==> src/rtl/axi_master_if.sv <==
// axi_master_if: one-at-a-time AXI3 initiator turning client commands into AW/W/B or AR/R bursts.
// Optional watchdog abort on stalled handshakes is built when AXI_MASTER_TIMEOUT_EN is defined.
module axi_master_if #(
    parameter int ADDR_W  = 32,
    parameter int DATA_W  = 32,
    parameter int ID_W    = 4,
    parameter int TMO_MAX = 255
) (
    input  logic                a_clk,
    input  logic                a_resetn,
    input  logic                cmd_valid,
    output logic                cmd_ready,
    input  logic                cmd_write,
    input  logic [ID_W-1:0]     cmd_id,
    input  logic [ADDR_W-1:0]   cmd_addr,
    input  logic [3:0]          cmd_len,
    input  logic [1:0]          cmd_burst,
    input  logic                wd_valid,
    output logic                wd_ready,
    input  logic [DATA_W-1:0]   wd_data,
    input  logic [DATA_W/8-1:0] wd_strb,
    output logic                rd_valid,
    output logic [DATA_W-1:0]   rd_data,
    output logic [ID_W-1:0]     rd_id,
    output logic [1:0]          rd_resp,
    output logic                rd_last,
    output logic                done_valid,
    output logic [1:0]          done_resp,
    output logic                done_err,
    output logic                aw_valid,
    input  logic                aw_ready,
    output logic [ID_W-1:0]     aw_id,
    output logic [ADDR_W-1:0]   aw_addr,
    output logic [3:0]          aw_len,
    output logic [2:0]          aw_size,
    output logic [1:0]          aw_burst,
    output logic                w_valid,
    input  logic                w_ready,
    output logic [ID_W-1:0]     w_id,
    output logic [DATA_W-1:0]   w_data,
    output logic [DATA_W/8-1:0] w_strb,
    output logic                w_last,
    input  logic                b_valid,
    output logic                b_ready,
    input  logic [ID_W-1:0]     b_id,
    input  logic [1:0]          b_resp,
    output logic                ar_valid,
    input  logic                ar_ready,
    output logic [ID_W-1:0]     ar_id,
    output logic [ADDR_W-1:0]   ar_addr,
    output logic [3:0]          ar_len,
    output logic [2:0]          ar_size,
    output logic [1:0]          ar_burst,
    input  logic                r_valid,
    output logic                r_ready,
    input  logic [ID_W-1:0]     r_id,
    input  logic [DATA_W-1:0]   r_data,
    input  logic [1:0]          r_resp,
    input  logic                r_last
);

    typedef enum logic [2:0] {
        S_IDLE,
        S_AW_REQ,
        S_W_DATA,
        S_B_WAIT,
        S_AR_REQ,
        S_R_DATA,
        S_DONE
    } state_t;

    state_t              state_q, state_d;
    logic [ID_W-1:0]     id_q, id_d;
    logic [ADDR_W-1:0]   addr_q, addr_d;
    logic [3:0]          len_q, len_d;
    logic [1:0]          burst_q, burst_d;
    logic [3:0]          cnt_q, cnt_d;
    logic [1:0]          resp_q, resp_d;
    logic                err_q, err_d;
    logic                tmo_hit;
    logic                in_w, in_r, at_len;

    assign in_w   = (state_q == S_W_DATA);
    assign in_r   = (state_q == S_R_DATA);
    assign at_len = (cnt_q == len_q);

    assign cmd_ready = (state_q == S_IDLE);

    assign aw_valid = (state_q == S_AW_REQ);
    assign aw_id    = id_q;
    assign aw_addr  = addr_q;
    assign aw_len   = len_q;
    assign aw_size  = aw_valid ? 3'b010 : 3'b000;
    assign aw_burst = burst_q;

    assign w_valid  = in_w && wd_valid;
    assign wd_ready = in_w && w_ready;
    assign w_id     = id_q;
    assign w_data   = in_w ? wd_data : '0;
    assign w_strb   = in_w ? wd_strb : '0;
    assign w_last   = in_w && at_len;

    assign b_ready  = (state_q == S_B_WAIT);

    assign ar_valid = (state_q == S_AR_REQ);
    assign ar_id    = id_q;
    assign ar_addr  = addr_q;
    assign ar_len   = len_q;
    assign ar_size  = ar_valid ? 3'b010 : 3'b000;
    assign ar_burst = burst_q;

    // Read beats bypass any register so the client sees them in the R cycle.
    assign r_ready  = in_r;
    assign rd_valid = in_r && r_valid;
    assign rd_data  = rd_valid ? r_data : '0;
    assign rd_id    = rd_valid ? r_id : '0;
    assign rd_resp  = rd_valid ? r_resp : 2'b00;
    assign rd_last  = rd_valid && r_last;

    assign done_valid = (state_q == S_DONE);
    assign done_resp  = done_valid ? resp_q : 2'b00;
    assign done_err   = done_valid && err_q;

`ifdef AXI_MASTER_TIMEOUT_EN
    localparam logic [7:0] TMO_LIM = 8'(TMO_MAX);

    logic [7:0] tmo_q, tmo_d;
    logic       busy, hs_act;

    assign busy   = (state_q != S_IDLE) && (state_q != S_DONE);
    assign hs_act = (aw_valid && aw_ready) || (w_valid && w_ready) ||
                    (b_ready && b_valid) || (ar_valid && ar_ready) ||
                    (r_ready && r_valid);
    assign tmo_hit = busy && !hs_act && (tmo_q == TMO_LIM);

    always_comb begin
        tmo_d = 8'd0;
        if (busy && !hs_act && !tmo_hit) begin
            tmo_d = tmo_q + 8'd1;
        end
    end

    always_ff @(posedge a_clk or negedge a_resetn) begin
        if (!a_resetn) begin
            tmo_q <= 8'd0;
        end else begin
            tmo_q <= tmo_d;
        end
    end
`else
    logic unused_tmo;

    assign unused_tmo = (TMO_MAX == 0);
    assign tmo_hit    = 1'b0;
`endif

    always_comb begin
        state_d = state_q;
        id_d    = id_q;
        addr_d  = addr_q;
        len_d   = len_q;
        burst_d = burst_q;
        cnt_d   = cnt_q;
        resp_d  = resp_q;
        err_d   = err_q;
        unique case (state_q)
            S_IDLE: begin
                if (cmd_valid) begin
                    id_d    = cmd_id;
                    addr_d  = cmd_addr;
                    len_d   = cmd_len;
                    burst_d = cmd_burst;
                    cnt_d   = 4'd0;
                    resp_d  = 2'b00;
                    err_d   = 1'b0;
                    state_d = cmd_write ? S_AW_REQ : S_AR_REQ;
                end
            end
            S_AW_REQ: begin
                if (aw_ready) state_d = S_W_DATA;
            end
            S_W_DATA: begin
                if (w_valid && w_ready) begin
                    if (at_len) begin
                        cnt_d   = 4'd0;
                        state_d = S_B_WAIT;
                    end else begin
                        cnt_d = cnt_q + 4'd1;
                    end
                end
            end
            S_B_WAIT: begin
                if (b_valid) begin
                    resp_d  = b_resp;
                    err_d   = (b_id != id_q);
                    state_d = S_DONE;
                end
            end
            S_AR_REQ: begin
                if (ar_ready) state_d = S_R_DATA;
            end
            S_R_DATA: begin
                if (r_valid) begin
                    if (r_resp > resp_q) resp_d = r_resp;
                    if ((r_id != id_q) || (r_last != at_len)) err_d = 1'b1;
                    // Counter saturates at len; only r_last ends the burst.
                    if (r_last) begin
                        cnt_d   = 4'd0;
                        state_d = S_DONE;
                    end else if (!at_len) begin
                        cnt_d = cnt_q + 4'd1;
                    end
                end
            end
            S_DONE: begin
                state_d = S_IDLE;
            end
            default: begin
                state_d = S_IDLE;
            end
        endcase
        if (tmo_hit) begin
            cnt_d   = 4'd0;
            resp_d  = 2'b10;
            err_d   = 1'b1;
            state_d = S_DONE;
        end
    end

    always_ff @(posedge a_clk or negedge a_resetn) begin
        if (!a_resetn) begin
            state_q <= S_IDLE;
            id_q    <= '0;
            addr_q  <= '0;
            len_q   <= 4'd0;
            burst_q <= 2'b00;
            cnt_q   <= 4'd0;
            resp_q  <= 2'b00;
            err_q   <= 1'b0;
        end else begin
            state_q <= state_d;
            id_q    <= id_d;
            addr_q  <= addr_d;
            len_q   <= len_d;
            burst_q <= burst_d;
            cnt_q   <= cnt_d;
            resp_q  <= resp_d;
            err_q   <= err_d;
        end
    end

endmodule

==> config.mk <==
export PLATFORM = sky130hd
export DESIGN_NAME = axi_master_if
export DESIGN_NICKNAME = d
export VERILOG_FILES = /design/src/rtl/axi_master_if.sv
export SDC_FILE = /design/constraint.sdc
export NUM_CORES = 1
export LEC_CHECK = 0
export ABC_AREA = 1
export BUFFER_PORTS_ARGS = -buffer_cell sky130_fd_sc_hd__clkbuf_2
export CAP_MARGIN = 20
export CELL_PAD_IN_SITES_DETAIL_PLACEMENT = 2
export CELL_PAD_IN_SITES_GLOBAL_PLACEMENT = 2
export CORE_MARGIN = 3
export CORE_UTILIZATION = 20
export DETAILED_ROUTE_END_ITERATION = 8
export PLACE_DENSITY_LB_ADDON = 0.15
export SYNTH_ARGS = -nofsm -noshare
export SYNTH_HDL_FRONTEND = slang
export SYNTH_SLANG_ARGS = --single-unit
==> constraint.sdc <==
create_clock -name a_clk -period 3 [get_ports a_clk]
set_input_delay 0 -clock a_clk [delete_from_list [all_inputs] [get_ports a_clk]]
set_output_delay 0 -clock a_clk [all_outputs]
set_load 0.03 [all_outputs]
==> results.yml, run 1 <==
floorplan:
  rows: 48
  die_h_um: 141.1
  fp.dieW_um: 141.1
  dieArea_mm2: 0.01990
  ioPinCount: 315
  start_util_pct: 20.73
  core-area_mm2: 0.01760
grt:
  grt-ovfl-total: 0
  grt_pass1_wl_mm: 22.75
  grt_pass1_vias: 4441
  track_usage_pct: 14.02
  antenna_found_initial: 0
  grt_max_degree: 50
synthesis:
  synth_area_per_cell_um2: 7.492
  yosysUniqueCellTypes: 29
  ys_ff_latch: 52
  ys_seq_area_share_pct: 35.67
  synth_area_mm2: 0.003648
  synth_ff_type: "dfrtp_1"
  synth_cells: 487
  synth-edff-count: 0
  yosys_warnings: 0
  synthArstFlopShare_pct: 100.0
critical_path:
  cpMostUsedCell: "nor2_1"
  cpMaxStageDelayCell: "dfrtp_1"
  reg2reg_from: "state_q[0]"
  start_kind: "register"
  worst-setup-path-type: "reg -> out"
  worstPathRequired_ns: 3.00
  critPathMaxFanout: 39
  r2r_cells: 10
  rrSetupSlack_ns: 0.97
  cpPeakStageDelay_ns: 0.68
  timing.rr.end: "cnt_q[0]"
  cp-end-kind: "output pin"
  path_cells: "nand3_4 -> nor2_1 -> inv_2 -> nor2_1 -> clkbuf_2"
  cp.arrival_ns: 2.13
min_path:
  hp-class: "in -> reg"
  min_from: "b_resp[1]"
  holdPathStages: 5
  min_to: "resp_q[1]"
clock_network:
  clk_pin_slew_ns: 0.07
  htree_levels: 2
  post-cts-setup-buffer-count: 0
  cts_buffers: 5
  cts_tree: "done"
  cts_sinks: 52
  worstSkewPairLatency_ns: 0.29
  clk_path_buf_depth: 2
  clock-root-buffer: "clkbuf_16"
drt:
  dr.pass1.iters: 4
  wirelength_mm: 14.40
  drt-initial-drc-count: 89
  wl_per_cell_um: 14.24
  ant_nets: 0
  num_vias: 4061
  drc_errors: 0
  via_per_inst: 4.017
finish:
  num-fill-cells: 2161
  mostFrequentLayoutCell: "clkbuf_2"
  final_cells: 1011
  drive_gt1_share_pct: 46.69
  nNetsFinal: 921
  layout_common_cells: "clkbuf_2, nor2_1, inv_1"
  multi_input_area_mm2: 0.001480
  diodes: 0
  syn_to_final_growth_pct: 53.64
  seqCellArea_mm2: 0.001301
sta:
  finalSetupViolCount: 0
  setup_tns_ns: 0
  fin_crit_sh_pct: 71.15
  rsz0062_at_grt: "false"
  setup_ws_ns: 0.8654
  hold_violations: 0
  relSlewSlack_pct: 37.40
  tightest_slew_ns: 0.9391
  skew_ns: 0.005478
  min_period_ns: 2.135
  max_freq_mhz: 468.5
  slew_viol_final: 0
pwr:
  switchingPower_w: 0.003365
  internal-power_w: 0.002528
  p_leak_nw: 3.490
  seqPwrFrac_pct: 23.7
  p_comb_share_pct: 66.1
  swShare_pct: 57.10
  p_per_area_mw_per_mm2: 1051
  pwr-share-clk_pct: 10.2
  power_w: 0.005893
  vdd_drop_max_mv: 0.5271
placed_design:
  port_buffers: 310
  gp_congestion: 0.7802
  placed_cells: 960
  dp_hpwl_mm: 11.71
  pre_cts_ws_ns: 0.9068
job:
  maxCapViolCount: 0
run_status:
  status: "finished clean"
==> cells by family after synthesis <==
logic type	after synthesis	share of synthesized area [%]
and+or+nand+nor	199	22.77
xor gates and xnor gates	8	1.921
AOI/OAI and AO/OA	17	2.503
muxes	36	11.93
DFF	52	35.67
adders and majority gates	3	1.029
other	1	0.1028
buffers and inverters	171	24.07
==> power by group through the flow <==
| stage | logic, W | clock network (W) | registers [W] |
|---|---|---|---|
| detailed placement | 0.00391 | 0 | 0.00142 |
| global route | 0.00420 | 0.000662 | 0.00147 |
| CTS | 0.00396 | 0.000630 | 0.00140 |
| finish | 0.00390 | 0.000599 | 0.00140 |
| global placement | 0.00384 | 0 | 0.00139 |
| floorplan | 0.00269 | 0 | 0.00187 |
==> repair_timing <==
action	4_1_cts	5_1_grt
hold buffers	43	0
endpoints found under the setup margin	0	0
hold endpoints to repair	77	0
gates resized for setup	0	0
==> sequential cells by signal (all words and copies together), names as in the netlist <==
register / cells
ar_addr: 32
ar_burst: 2
ar_id: 4
ar_len: 4
cnt_q: 4
err_q: 1
resp_q: 2
state_q: 3
==> cells in the mapped netlist, types with 2 or more instances <==
| master | instances | area (um2) |
|---|---|---|
| nor2_1 | 107 | 401.6 |
| inv_1 | 100 | 375.4 |
| nand2_1 | 69 | 259.0 |
| buf_4 | 57 | 427.9 |
| dfrtp_1 | 52 | 1301 |
| mux2_2 | 28 | 315.3 |
| nand3_1 | 12 | 60.06 |
| a21oi_1 | 8 | 40.04 |
| mux2_4 | 8 | 120.1 |
| xor2_1 | 6 | 52.55 |
| o21ai_0 | 5 | 25.02 |
| buf_2 | 4 | 20.02 |
| clkbuf_1 | 4 | 15.01 |
| ha_1 | 3 | 37.54 |
| inv_2 | 3 | 11.26 |
| nand3b_1 | 3 | 22.52 |
| buf_6 | 2 | 22.52 |
| nand2_4 | 2 | 22.52 |
| nor3_1 | 2 | 10.01 |
| o21ai_1 | 2 | 10.01 |
| xnor2_1 | 2 | 17.52 |
==> worst max-delay path: cells and delay by family (launching register included) <==
kind | cells | cell delay [ns]
AND/OR/NAND/NOR | 3 | 0.62
flip-flops | 1 | 0.68
buffers and inverters | 2 | 0.50
==> stage by stage <==
stage	area [um2]	util [%]	hold WS (ns)
after global placement	5022	28.54	0.2069
after CTS	5605	31.85	0.01817
final	5605	31.85	0.02050
after detailed placement	5022	28.54	0.1924
after floorplan	3660	-	-0.2956
after global routing	5605	31.85	0.03714
==> metal layers <==
layer	part of all wire [%]	global-route usage, %
met5	0	0
met4	0.75	2.193
met3	8.7	4.512
met2	55	27.92
met1	36	14.31
==> cell type report <==
cell class | count | area share [%]
timing repair buffer | 355 | 35.63
multi-input combinational | 267 | 26.41
sequential | 52 | 23.21
inverter | 104 | 7.009
tap | 225 | 5.022
clock buffer | 6 | 2.478
clock inverter | 2 | 0.2455
==> how the worst max path moves through the flow <==
stage / slack, ns / cells after the start / end / start
floorplan: 1.04 / 7 / rd_data[25] / state_q[1]
detailed placement: 0.91 / 10 / cnt_q[0] / state_q[0]
CTS: 0.80 / 5 / rd_data[29] / state_q[2]
global placement: 1.04 / 10 / cnt_q[3] / state_q[0]
global route: 0.63 / 5 / rd_last / state_q[2]
finish: 0.87 / 5 / rd_data[29] / state_q[2]
(Power assumes the default switching activity.)
==> inputs of run 2 (changes only) <==
- ABC_AREA: 1 -> 0
- CORE_UTILIZATION: 20 -> 19
- clock period: 3 -> 2.2 ns (I/O delays scaled with it)
==> run 2 against run 1 <==
Net effect:
- die area up 0.58%
- critical path type unchanged
- power grew 42%
- cell count down 14%
- synthesized area down 4.4%
- count of clock-buffer cells in the layout down 1
==> results.yml, run 2 <==
finish:
  mostFrequentLayoutCell: "clkbuf_2"
  seqCellArea_mm2: 0.001301
  layout_common_cells: "clkbuf_2, dfrtp_1, dlygate4sd3_1"
  drive_gt1_share_pct: 60.22
  final_area_mm2: 0.005520
  nNetsFinal: 776
  diodes: 0
  postLayoutCoreUtil_pct: 31.26
  num-fill-cells: 2036
  multi_input_area_mm2: 0.001658
  syn_to_final_growth_pct: 58.31
  largest_reg_flops: 32
min_path:
  hp-class: "in -> reg"
drt:
  wl_met3_mm: 1.267
  wl_met2_mm: 7.915
  highest_layer: "met4"
  m1WireLength_mm: 5.444
  drt-initial-drc-count: 84
  via_per_inst: 4.196
  wl_per_cell_um: 17.09
  wirelength_mm: 14.80
  num_vias: 3634
  drc_errors: 0
  dr.pass1.iters: 4
  ant_nets: 0
synthesis:
  synth_area_per_cell_um2: 10.23
  synthArstFlopShare_pct: 100.0
  ys_seq_area_share_pct: 37.32
  ys_ff_latch: 52
  synth.most_common_cell: "buf_4"
  synth_cells: 341
  synth_ff_type: "dfrtp_1"
  synth_area_mm2: 0.003487
  yosysUniqueCellTypes: 45
  synth-edff-count: 0
  yosys_warnings: 0
  yosysTopAreaCellShare_pct: 37.32
  synth_common_cells: "buf_4, dfrtp_1, and2_1"
  synth.area.top_cells: "dfrtp_1, mux2_2, buf_4"
  yosysTopAreaCell: "dfrtp_1"
floorplan:
  ioPinCount: 315
  core-area_mm2: 0.01766
  die_h_um: 141.5
  start_util_pct: 19.75
  fp.dieW_um: 141.5
  dieArea_mm2: 0.02002
  rows: 48
grt:
  grt_pass1_vias: 3890
  grt-ovfl-total: 0
  grt_pass1_wl_mm: 22.05
  grt_max_degree: 43
  antenna_found_initial: 0
  track_usage_pct: 13.93
clock_network:
  worstSkewPairLatency_ns: 0.29
  cts_sinks: 52
  cts_tree: "done"
  cts_buffers: 5
  clk_path_buf_depth: 2
  htree_levels: 2
  clk_pin_slew_ns: 0.07
  clock-root-buffer: "clkbuf_16"
  post-cts-setup-buffer-count: 0
critical_path:
  critPathMaxFanout: 40
  start_kind: "register"
  worst-setup-path-type: "reg -> out"
  cp.arrival_ns: 2.00
  worstPathRequired_ns: 2.20
  cp-end-kind: "output pin"
placed_design:
  place_area_mm2: 0.004933
  gp_congestion: 0.7457
  dp_hpwl_mm: 12.02
  port_buffers: 310
sta:
  skew_ns: 0.006446
  hold_violations: 0
  relSlewSlack_pct: 53.95
  fin_crit_sh_pct: 90.90
  tightest_slew_ns: 0.6907
  min_period_ns: 2.000
  max_freq_mhz: 500.1
  rsz0062_at_grt: "false"
  slew_viol_final: 0
  finalSetupViolCount: 0
  setup_tns_ns: 0
pwr:
  p_leak_nw: 3.081
  p_per_area_mw_per_mm2: 1518
  vdd_drop_max_mv: 0.7384
run_status:
  status: "finished clean"
job:
  maxCapViolCount: 0
run 2: timing repair:
action | CTS | global route
hold endpoints to repair | 67 | 0
endpoints found under the setup margin | 0 | 39
hold buffers | 43 | 0
resized for setup | 0 | 1
run 2: per-layer routing:
| metal | GRT usage [%] | up-vias |
|---|---|---|
| met3 | 3.505 | 10 |
| met2 | 27.19 | 197 |
| met4 | 2.879 | 0 |
| li1 | - | 1698 |
| met1 | 15.06 | 1729 |
| met5 | 0 | - |
run 2: logic make-up (layout without fill, tap and decap cells):
family / Yosys count / after routing / synth area share [%]
xor+xnor: 13 / 13 / 3.265
compound gates: 27 / 27 / 7.320
mux: 46 / 46 / 14.75
simple gates: 115 / 115 / 20.34
fa+ha+maj: 3 / 3 / 1.077
other cells: 1 / 4 / 0.1075
flops: 52 / 52 / 37.32
buf+inv: 84 / 381 / 15.82
run 2: worst max-delay path: stages (launching register included):
cell	delay, ns
dfrtp_1	0.51
buf_4	0.24
nor3b_4	0.29
buf_6	0.27
and2_1	0.18
clkbuf_2	0.20
run 2: path summary, 6_finish.rpt:
kind,slack (ns),from,depth (start not counted),endpoint
min in group asynchronous,0.29,a_resetn,2,ar_addr[22]
worst max-delay path,0.20,state_q[2],5,w_data[3]
worst min-delay path,0.05,cmd_write,3,state_q[2]
worst max register to register,0.35,state_q[2],5,cnt_q[3]
max in group asynchronous,1.30,a_resetn,3,ar_addr[6]
worst min register to register,0.54,ar_addr[5],1,ar_addr[5]
run 2: metrics by stage:
stage,setup slack (ns),instances,hold WS (ns),power (W)
6_report,0.2003,866,0.05340,0.008381
5_1_grt,0.03374,866,0.06131,0.008931
4_1_cts,0.07569,866,0.04872,0.008513
3_5_place_dp,0.3509,815,0.07690,0.007597
3_3_place_gp,0.4289,815,0.07490,0.007471
2_1_floorplan,0.2891,344,-0.2956,0.006399
run 2: area by class of cell:
class,count,area share [%]
Clock inverter,3,0.4986
Timing Repair Buffer,364,37.92
Multi-Input combinational cell,208,30.03
Clock buffer,5,2.267
Inverter,9,0.6120
Tap cell,225,5.100
Sequential cell,52,23.57
run 2: where the power goes:
part	total [W]	internal [W]	leakage (nW)	switching, W
registers	0.00192	0.00142	0.630	0.000499
clock network	0.000809	0.000432	0.0719	0.000377
logic	0.00565	0.00185	2.38	0.00380
==> inputs of run 3 (changes only) <==
- CELL_PAD_IN_SITES_DETAIL_PLACEMENT: 2 -> not set
- CELL_PAD_IN_SITES_GLOBAL_PLACEMENT: 2 -> not set
- CORE_AREA: not set -> 3 3 121 123
- CORE_MARGIN: 3 -> not set
- CORE_UTILIZATION: 19 -> not set
- CTS_BUF_LIST: not set -> sky130_fd_sc_hd__clkbuf_4 sky130_fd_sc_hd__clkbuf_8
- DIE_AREA: not set -> 0 0 124 126
==> run 3 against run 2 <==
Net effect:
- cell count fell by 5.4%
- register-to-register slack barely moved
- critical path depth did not move
==> results.yml, run 3 (synthesized netlist as in run 2, its figures left out) <==
min_path:
  hp-class: "in -> reg"
drt:
  num_vias: 3471
  wirelength_mm: 11.27
  wl_per_cell_um: 13.75
  via_per_inst: 4.238
  dr.pass1.iters: 6
  drt-initial-drc-count: 132
  ant_nets: 0
  drc_errors: 0
placed_design:
  port_buffers: 310
  gp_congestion: 0.7859
  dp_hpwl_mm: 9.032
  pre_cts_ws_ns: 0.2456
critical_path:
  cp.arrival_ns: 2.05
  endpoint: "w_data[20]"
  critPathMaxFanout: 30
  worst-setup-path-type: "reg -> out"
  r2r_cells: 4
  cpMaxStageDelayCell: "dfrtp_1"
  cp-end-kind: "output pin"
  cpPeakStageDelay_ns: 0.49
  rrSetupSlack_ns: 0.35
  worstPathRequired_ns: 2.20
  start_kind: "register"
  crit_path_start: "state_q[0]"
  timing.rr.end: "ar_addr[5]"
  path_cells: "buf_4 -> nor3b_4 -> buf_6 -> and2_1 -> clkbuf_2"
  reg2reg_from: "state_q[1]"
grt:
  antenna_found_initial: 0
  grt_pass1_wl_mm: 17.28
  grt_pass1_vias: 3588
  grt_max_degree: 53
  track_usage_pct: 13.60
  grt-ovfl-total: 0
floorplan:
  die_h_um: 126
  fp.dieW_um: 124
  ioPinCount: 315
  start_util_pct: 25.32
  dieArea_mm2: 0.01562
  core-area_mm2: 0.01377
  rows: 43
clock_network:
  clk_path_buf_depth: 2
  worstSkewPairLatency_ns: 0.30
  cts_tree: "done"
  clock-root-buffer: "clkbuf_8"
  cts_buffers: 5
  htree_levels: 2
  clk_pin_slew_ns: 0.11
  cts_sinks: 52
  post-cts-setup-buffer-count: 0
sta:
  finalSetupViolCount: 0
  max_freq_mhz: 488.3
  fin_crit_sh_pct: 93.09
  setup_ws_ns: 0.1519
  hold_violations: 0
  slew_viol_final: 0
  whs_ns: 0.01835
  skew_ns: 0.008744
  tightest_slew_ns: 0.6799
  setup_tns_ns: 0
  min_period_ns: 2.048
  relSlewSlack_pct: 54.67
pwr:
  p_per_area_mw_per_mm2: 1491
  internal-power_w: 0.003582
  p_comb_share_pct: 67.6
  switchingPower_w: 0.004461
  seqPwrFrac_pct: 23.8
  pwr-share-clk_pct: 8.6
  p_leak_nw: 3.037
  vdd_drop_max_mv: 0.6188
  swShare_pct: 55.47
finish:
  postLayoutCoreUtil_pct: 39.17
  num-fill-cells: 1439
  diodes: 0
  layout_common_cells: "clkbuf_2, dfrtp_1, dlygate4sd3_1"
  seqCellArea_mm2: 0.001303
  largest_reg_flops: 32
  multi_input_area_mm2: 0.001658
  nNetsFinal: 774
  drive_gt1_share_pct: 60.41
  syn_to_final_growth_pct: 54.72
  mostFrequentLayoutCell: "clkbuf_2"
job:
  maxCapViolCount: 0
run_status:
  status: "finished clean"
==> run 3: cell type report <==
cell class / instances / share of cell area [%]
Clock buffer: 5 / 1.276
Timing Repair Buffer: 362 / 38.13
Clock inverter: 3 / 0.8581
Multi-Input combinational cell: 208 / 30.73
Tap cell: 180 / 4.174
Sequential cell: 52 / 24.14
Inverter: 9 / 0.6957
==> run 3: power by group through the flow <==
stage               Clock (W)  Sequential (W)  Combinational (W)
floorplan                   0         0.00258            0.00382
global placement            0         0.00193            0.00541
detailed placement          0         0.00195            0.00541
CTS                  0.000733         0.00193            0.00549
global route         0.000766         0.00201            0.00580
finish               0.000690         0.00192            0.00544
==> run 3: repair_timing <==
item / CTS / global route
cloned: 0 / 0
hold buffers: 43 / 0
hold endpoints to repair: 94 / 0
pin swaps: 0 / 0
resized for setup: 2 / 2
endpoints found under the setup margin: 33 / 31
==> run 3: per-stage QoR <==
| step | cell area (um2) | power, W | instances |
|---|---|---|---|
| floorplan | 3503 | 0.006399 | 344 |
| global placement | 4837 | 0.007333 | 768 |
| detailed placement | 4837 | 0.007363 | 768 |
| CTS | 5388 | 0.008152 | 819 |
| global route | 5395 | 0.008570 | 819 |
| finish | 5395 | 0.008043 | 819 |
==> run 3: worst min path at each step <==
stage,startpoint,cells after the start,to,slack [ns]
6_report,b_resp[1],3,resp_q[1],0.02
5_1_grt,b_resp[1],3,resp_q[1],0.01
4_1_cts,b_resp[1],3,resp_q[1],0.002
3_5_place_dp,a_resetn,2,ar_addr[20],0.18
3_3_place_gp,a_resetn,2,ar_addr[20],0.18
2_1_floorplan,a_resetn,0,ar_addr[0],-0.30
==> run 3: critical path, delay by kind of cell, from the launching register on <==
kind	cells	cell delay [ns]
DFF	1	0.49
and+or+nand+nor	2	0.57
buffers and inverters	3	0.68
==> run 3: routing by layer <==
layer / track usage, % / vias to the layer above / wire length [um]
li1: - / 1689 / -
met5: 0 / - / 0
met4: 2.642 / 0 / 99
met1: 14.08 / 1616 / 4151
met3: 2.335 / 8 / 701
met2: 27.74 / 158 / 6312
